[config.mk]
export PLATFORM = sky130hd
export DESIGN_NAME = op_sequencer
export DESIGN_NICKNAME = d
export VERILOG_FILES = /design/src/rtl/op_sequencer.sv
export SDC_FILE = /design/constraint.sdc
export NUM_CORES = 1
export LEC_CHECK = 0
export BUFFER_PORTS_ARGS = -buffer_cell sky130_fd_sc_hd__buf_2
export CAP_MARGIN = 10
export CORE_ASPECT_RATIO = 0.5
export CORE_MARGIN = 10
export CORE_UTILIZATION = 40
export DETAILED_ROUTE_END_ITERATION = 16
export HOLD_SLACK_MARGIN = 0.02
export SLEW_MARGIN = 40
export SYNTH_ARGS = -nofsm -noshare
export SYNTH_HDL_FRONTEND = slang
export SYNTH_SLANG_ARGS = --single-unit
export TNS_END_PERCENT = 100
[constraint.sdc]
create_clock -name clk -period 3.2 [get_ports clk]
set_input_delay 0.16 -clock clk [delete_from_list [all_inputs] [get_ports clk]]
set_output_delay 0.16 -clock clk [all_outputs]
set_load 0.01 [all_outputs]
[src/rtl/op_sequencer.sv]
`default_nettype none
// ---------------------------------------------------------------------------
// op_sequencer : fetch/decode/execute sequencer driving the datapath control word
// Rev 1.0
// ---------------------------------------------------------------------------
module op_sequencer #(
  parameter int PC_W = 8
) (
  input  logic            clk,
  input  logic            rst_n,
  input  logic            start,
  output logic            imem_req,
  output logic [PC_W-1:0] imem_addr,
  input  logic            imem_ack,
  input  logic [7:0]      imem_data,
  output logic [7:0]      ctrl,
  output logic            ctrl_valid,
  output logic [5:0]      operand,
  input  logic            exec_done,
  output logic [PC_W-1:0] pc,
  output logic            busy,
  output logic            halted
);

  localparam logic [7:0] c_CTRL_OP0  = 8'h0B;
  localparam logic [7:0] c_CTRL_OP1  = 8'h66;
  localparam logic [7:0] c_CTRL_OP2  = 8'h14;
  localparam logic [7:0] c_CTRL_HALT = 8'h80;

  typedef enum logic [2:0] {
    ST_IDLE   = 3'd0,
    ST_FETCH  = 3'd1,
    ST_DECODE = 3'd2,
    ST_EXEC   = 3'd3,
    ST_HALT   = 3'd4
  } state_t;

  state_t          r_state;
  state_t          w_state_next;
  logic [7:0]      r_ir;
  logic [7:0]      w_ir_next;
  logic [PC_W-1:0] w_pc_next;
  logic [7:0]      w_ctrl_next;
  logic            w_ctrl_valid_next;
  logic [5:0]      w_operand_next;

  function automatic logic [7:0] f_decode(input logic [1:0] op);
    logic [7:0] v;
    case (op)
      2'b00:   v = c_CTRL_OP0;
      2'b01:   v = c_CTRL_OP1;
      2'b10:   v = c_CTRL_OP2;
      default: v = c_CTRL_HALT;
    endcase
    return v;
  endfunction

  always_ff @(posedge clk or negedge rst_n) begin
    if (!rst_n) begin
      r_state <= ST_IDLE;
    end else begin
      r_state <= w_state_next;
    end
  end

  always_comb begin
    w_state_next      = r_state;
    w_ir_next         = r_ir;
    w_pc_next         = pc;
    w_ctrl_next       = ctrl;
    w_ctrl_valid_next = ctrl_valid;
    w_operand_next    = operand;
    case (r_state)
      ST_IDLE: begin
        if (start) w_state_next = ST_FETCH;
      end
      ST_FETCH: begin
        if (imem_ack) begin
          w_ir_next    = imem_data;
          w_pc_next    = pc + PC_W'(1);
          w_state_next = ST_DECODE;
        end
      end
      ST_DECODE: begin
        w_ctrl_next    = f_decode(r_ir[7:6]);
        w_operand_next = r_ir[5:0];
        if (r_ir[7:6] == 2'b11) begin
          w_ctrl_valid_next = 1'b0;
          w_state_next      = ST_HALT;
        end else begin
          w_ctrl_valid_next = 1'b1;
          w_state_next      = ST_EXEC;
        end
      end
      ST_EXEC: begin
        if (exec_done) begin
          w_ctrl_next       = 8'h00;
          w_ctrl_valid_next = 1'b0;
          w_state_next      = ST_FETCH;
        end
      end
      ST_HALT: begin
        if (start) begin
          w_pc_next    = '0;
          w_ctrl_next  = 8'h00;
          w_state_next = ST_FETCH;
        end
      end
      default: begin
        w_state_next = ST_IDLE;
      end
    endcase
  end

  // Status outputs are registered from the next state so they line up with r_state.
  always_ff @(posedge clk or negedge rst_n) begin
    if (!rst_n) begin
      r_ir       <= 8'h00;
      pc         <= '0;
      imem_addr  <= '0;
      imem_req   <= 1'b0;
      ctrl       <= 8'h00;
      ctrl_valid <= 1'b0;
      operand    <= 6'd0;
      busy       <= 1'b0;
      halted     <= 1'b0;
    end else begin
      r_ir       <= w_ir_next;
      pc         <= w_pc_next;
      imem_addr  <= w_pc_next;
      imem_req   <= (w_state_next == ST_FETCH);
      ctrl       <= w_ctrl_next;
      ctrl_valid <= w_ctrl_valid_next;
      operand    <= w_operand_next;
      busy       <= (w_state_next == ST_FETCH) || (w_state_next == ST_DECODE) ||
                    (w_state_next == ST_EXEC);
      halted     <= (w_state_next == ST_HALT);
    end
  end

endmodule
`default_nettype wire

======== Yosys cells after proc, flatten, opt, wreduce, memory -nomap -nowiden ========
Index checks and enable logic that the tools add are counted.
word-level totals
  flip-flop bits (word level) ............. 37
  bits in latches ......................... 0
  RAM bits ................................ 0
  memory bits (read-only) ................. 0
  input port bits ......................... 13
  output and inout port bits .............. 34
  word-level logic and storage cells ...... 50
  memories kept ........................... 0
cells by class
  $add $sub $neg .......................... 1
  multipliers ............................. 0
  div/mod/pow operators ................... 0
  magnitude comparators ................... 0
  equal/unequal tests ..................... 14
  shift-type cells ........................ 0
  multiplexer cells ....................... 14
  bitwise operators ....................... 0
  reduce and logical (&&, ||, !) cells .... 12
operators by type and width
  kind                 number
  $pmux 8 s3           2
  $mux 8               3
  $pmux 8 s2           1
  $eq 3x2->1 const B   4
  $mux 3               4
  $pmux 3 s4           1
  $add 8x1->8 const B  1
  $eq 3x1->1 const B   2
  $eq 3x3->1 const B   2
  $ne 2x2->1 const B   3
  $reduce_and 3->1     2
  $eq 2x2->1 const B   2
  $reduce_and 2->1     2
  $reduce_bool 2->1    2
  $logic_not 3->1      1
  $reduce_bool 3->1    1
  $eq 2x1->1 const B   1
  $logic_not 2->1      1
  $logic_or 1x1->1     2
  $mux 1               2
  $pmux 1 s2           1
  $reduce_or 2->1      1

======== Logic depth before layout (Yosys ltp) ========
  depth in word-level cells ............... 6
  depth in mapped cells ................... 6
  gate-level depth less buffers ........... 5

======== Least setup slack after synthesis ========
OpenSTA, ideal clock, no wires.
  kind .................................... flip-flop to flip-flop
  start point ............................. reg r_state[2]
  end point ............................... reg operand[1]
  arrival time ............................ 1.259 ns
  required time ........................... 3.075 ns
  slack ................................... 1.816 ns
  cell stages (with the launch flop) ...... 5
  clock period less this slack ............ 1.384 ns
  cell sequence ........................... dfrtp_1 -> nand2b_1 -> nor2_1 -> buf_4 -> mux2_2
between the ends
  longest elaborated chain between the ends .. 1
RTL lines
  item                      line  RTL
  start: declaration        38    state_t r_state;
  start signal: assignment  62    r_state <= w_state_next;
  $eq 3x2->1                73    case (r_state)
  end signal: assignment    134   operand <= w_operand_next;
  end: declaration          18    output logic [5:0] operand,
Every way passes these cells.
A chain may end at the register's enable or synchronous reset.

======== Worst setup path in the final report ========
  start point ............................. reg r_state[1]
  end point ............................... reg pc[4]
between the ends
  longest elaborated chain between the ends .. 3
  elaborated cells between the ends (all ways) .. 7
  classes of those cells .................. 4 x eq/ne; 1 x mux; 2 x reduce/logical
RTL lines
  item                                                       line  RTL
  $eq 3x1->1 or $eq 3x3->1 (tied branches)                   73
  $ne 2x2->1 (no line) or $reduce_bool 2->1 (tied branches)  n/a
  $reduce_and 3->1 (no line)                                 n/a
  end signal: assignment                                     129   pc <= w_pc_next;
  end: declaration                                           20    output logic [PC_W-1:0] pc,
Parallel ways exist; a longest one is shown, timed or not.

==> impl_metrics.tcl <==
set metrics [dict create \
    status "complete, no violations" \
    p_leak_nw 0.976 \
    slew_headroom_pct 47.1 \
    seq_area_sq_um 876 \
    hold_viol_final 0 \
    start_kind "flop" \
    cts_tree "yes" \
    setup_viol 0 \
    totalWireLength_microns 3340 \
    finalPower_mw 1.79 \
    path_class "flop to flop" \
    irDropWorstVdd_uv 271 \
    worstPathMaxFanout 19 \
    rows 16 \
    synthDistinctLibCells 30 \
    cp.required_ps 3370 \
    clock_latency_ps 290 \
    syn_nets 153 \
    cts_buffers 5 \
    yosysWarnings 0 \
    slew_viol_final 0 \
    placedCellCount 219 \
    crit_path_max_incr_delay_ps 820 \
    sw_frac_of_total_pct 36.9 \
    route.detailed.drc 0 \
    timing.final.crit_share_pct 56.5 \
    yosys_register_bits 35 \
    antenna_cells 0 \
    ant_nets 0 \
    clock_sinks 35 \
    worst_pin_slew_ps 794 \
    clock_path_buffers 2 \
    drt_iter0_drc 3 \
    track_usage_pct 9.75 \
    syn_area_per_cell_sq_um 12.2 \
    final_cell_mix "buf_2 (45), dfrtp_1 (35), nor2_1 (15)" \
    reg2reg_depth 4 \
    path_cells "and4bb_1, nand4_1, xor2_1, nor2_1" \
    grt_pass1_wl_microns 5330 \
    r2r_end "pc[4]$_DFFE_PN0P_" \
    dr_total_vias 1053 \
    numPortBuffers 46 \
    dr.pass1.iters 3 \
    ys_seq_area_share_pct 53.8 \
    skew_ps 8.26 \
    first_global_vias 1029 \
    die_area_sq_um 7170 \
    stdcell_area_sq_um 1910 \
    fillCellCount 379 \
    fp.dieH_microns 65.1 \
    fmax_mhz 553 \
    intPower_mw 1.13 \
    post_cts_buffers 0 \
    combPwrFrac_pct 39.8 \
    place_congestion 0.790 \
    rsz0062_at_grt "no" \
    crit_slowest_cell "and4bb_1" \
    synthCells 133 \
    netlist_area_sq_um 1630 \
    grt_start_max_net_pins 36 \
    endpoint "pc[4]$_DFFE_PN0P_" \
    cp-startpoint "r_state[1]$_DFF_PN0_" \
    hold_path.class "input pin to flop" \
    nNetsFinal 193 \
    final_common_cell "buf_2" \
    antenna_found_initial 0 \
    cts.htree.levels 2 \
    p_sw_uw 660 \
    r2r_slack_ps 1390 \
    area_growth_pct 17.5 \
    period_minus_slack_ps 1810 \
    cap_violations 0 \
    grt_overflow 0 \
    drive_above_1_share_pct 39.7 \
    postPlaceCellArea_sq_um 1810 \
    floorplan.core_area_sq_um 3900 \
    power_density_nw_per_um2 935 \
    place.detailed.hpwl_microns 2380 \
    layout.cells.non_filler 228 \
    finalSetupTns_ps 0 \
    via_per_inst 4.62 \
    r2r_start "r_state[1]$_DFF_PN0_" \
    cp.arrival_ps 1980 \
    p_clk_share_pct 17.8 \
    avgRoutedWirePerCell_microns 14.6 \
    cts_root_buf "clkbuf_8" \
    die_w_microns 110 \
    pwr-share-seq_pct 42.5 \
    multi_input_area_sq_um 622 \
    cp-end-kind "flop" \
    io_pins 47 \
    path_clk_slew_ps 80 \
    start_util_pct 41.7 \
]
[area by class of cell]
class	count	share of cell area, %
sequential	35	45.8
clock inverter	2	0.654
tap	54	3.53
timing repair buffer	48	13.1
inverter	3	0.589
clock buffer	6	3.80
multi-input combinational	80	32.5
[power groups by stage]
| stage | registers, mW | clock network (mW) | logic (mW) |
|---|---|---|---|
| floorplan | 0.790 | 0 | 0.504 |
| global placement | 0.758 | 0 | 0.721 |
| detailed placement | 0.767 | 0 | 0.729 |
| CTS | 0.759 | 0.327 | 0.732 |
| global route | 0.794 | 0.352 | 0.803 |
| finish | 0.759 | 0.317 | 0.711 |
[kinds of logic after synthesis]
logic type | share of synthesized area (%)
AO/OA/AOI/OAI | 6.92
XOR/XNOR | 3.23
adder cells (fa/ha/maj) | 5.38
buffers and inverters | 7.92
flip-flops | 53.8
multiplexers | 10.3
AND/OR/NAND/NOR | 12.4
[how the worst min path moves through the flow]
| stage | cells after the start | start | to |
|---|---|---|---|
| floorplan | 0 | rst_n | busy$_DFF_PN0_ |
| global placement | 1 | rst_n | imem_req$_DFF_PN0_ |
| detailed placement | 1 | rst_n | busy$_DFF_PN0_ |
| CTS | 3 | imem_data[6] | r_ir[6]$_DFFE_PN0P_ |
| global route | 2 | imem_data[5] | r_ir[5]$_DFFE_PN0P_ |
| finish | 2 | imem_data[0] | r_ir[0]$_DFFE_PN0P_ |
[flip-flops by register name, indices dropped and copies added, names as in the netlist]
signal / cells
pc: 8
operand: 6
halted: 1
ctrl_valid: 1
ctrl: 6
r_ir: 8
busy: 1
imem_req: 1
r_state: 3
[stage by stage]
stage	utilization, %	worst slack (ps)	hold slack (ps)
3_3_place_gp	46.5	1420	282
5_1_grt	49.0	1220	76.7
6_report	49.0	1390	91.4
3_5_place_dp	46.5	1380	291
2_1_floorplan	-	1820	-136
4_1_cts	48.9	1380	85.3
[cell usage after synthesis]
library cell | number | area (sq um)
or3b_2 | 1 | 8.76
o21ai_0 | 3 | 15.0
xor2_1 | 6 | 52.6
nor2b_1 | 1 | 6.26
buf_2 | 1 | 5.00
o31ai_1 | 1 | 7.51
and4_1 | 1 | 8.76
inv_1 | 3 | 11.3
nor2_1 | 15 | 56.3
buf_6 | 2 | 22.5
nand2_1 | 3 | 11.3
dfrtp_1 | 35 | 876
nand3b_1 | 1 | 7.51
nand4_1 | 2 | 12.5
nand3_1 | 3 | 15.0
mux2_2 | 10 | 113
nand2b_1 | 3 | 18.8
nor2_4 | 1 | 11.3
mux2_4 | 3 | 45.0
and3_1 | 2 | 12.5
a211o_1 | 1 | 8.76
and4bb_1 | 1 | 12.5
mux2i_1 | 1 | 10.0
and2_1 | 2 | 12.5
ha_1 | 7 | 87.6
a21oi_1 | 4 | 20.0
and2b_1 | 1 | 7.51
o2bb2ai_1 | 1 | 8.76
buf_4 | 12 | 90.1
a22o_1 | 6 | 52.6
[worst max-delay path, delay by kind of cell (launching register included)]
kind	cells	cell delay [ps]
XOR/XNOR	1	170
flip-flops	1	450
AND/OR/NAND/NOR	3	1070
[per-layer routing]
| metal | track usage, % | vias up | wire length [microns] |
|---|---|---|---|
| met5 | 0 | - | 0 |
| met4 | 5.73 | 0 | 76 |
| met3 | 3.99 | 8 | 261 |
| met2 | 14.8 | 25 | 1510 |
| met1 | 11.5 | 497 | 1490 |
| li1 | - | 523 | - |
[timing repair]
action / 4_1_cts / 5_1_grt
hold buffers: 1 / 0
resized for setup: 0 / 0
hold endpoints to repair: 35 / 0
Note: power is estimated with default switching activity, not from simulation.
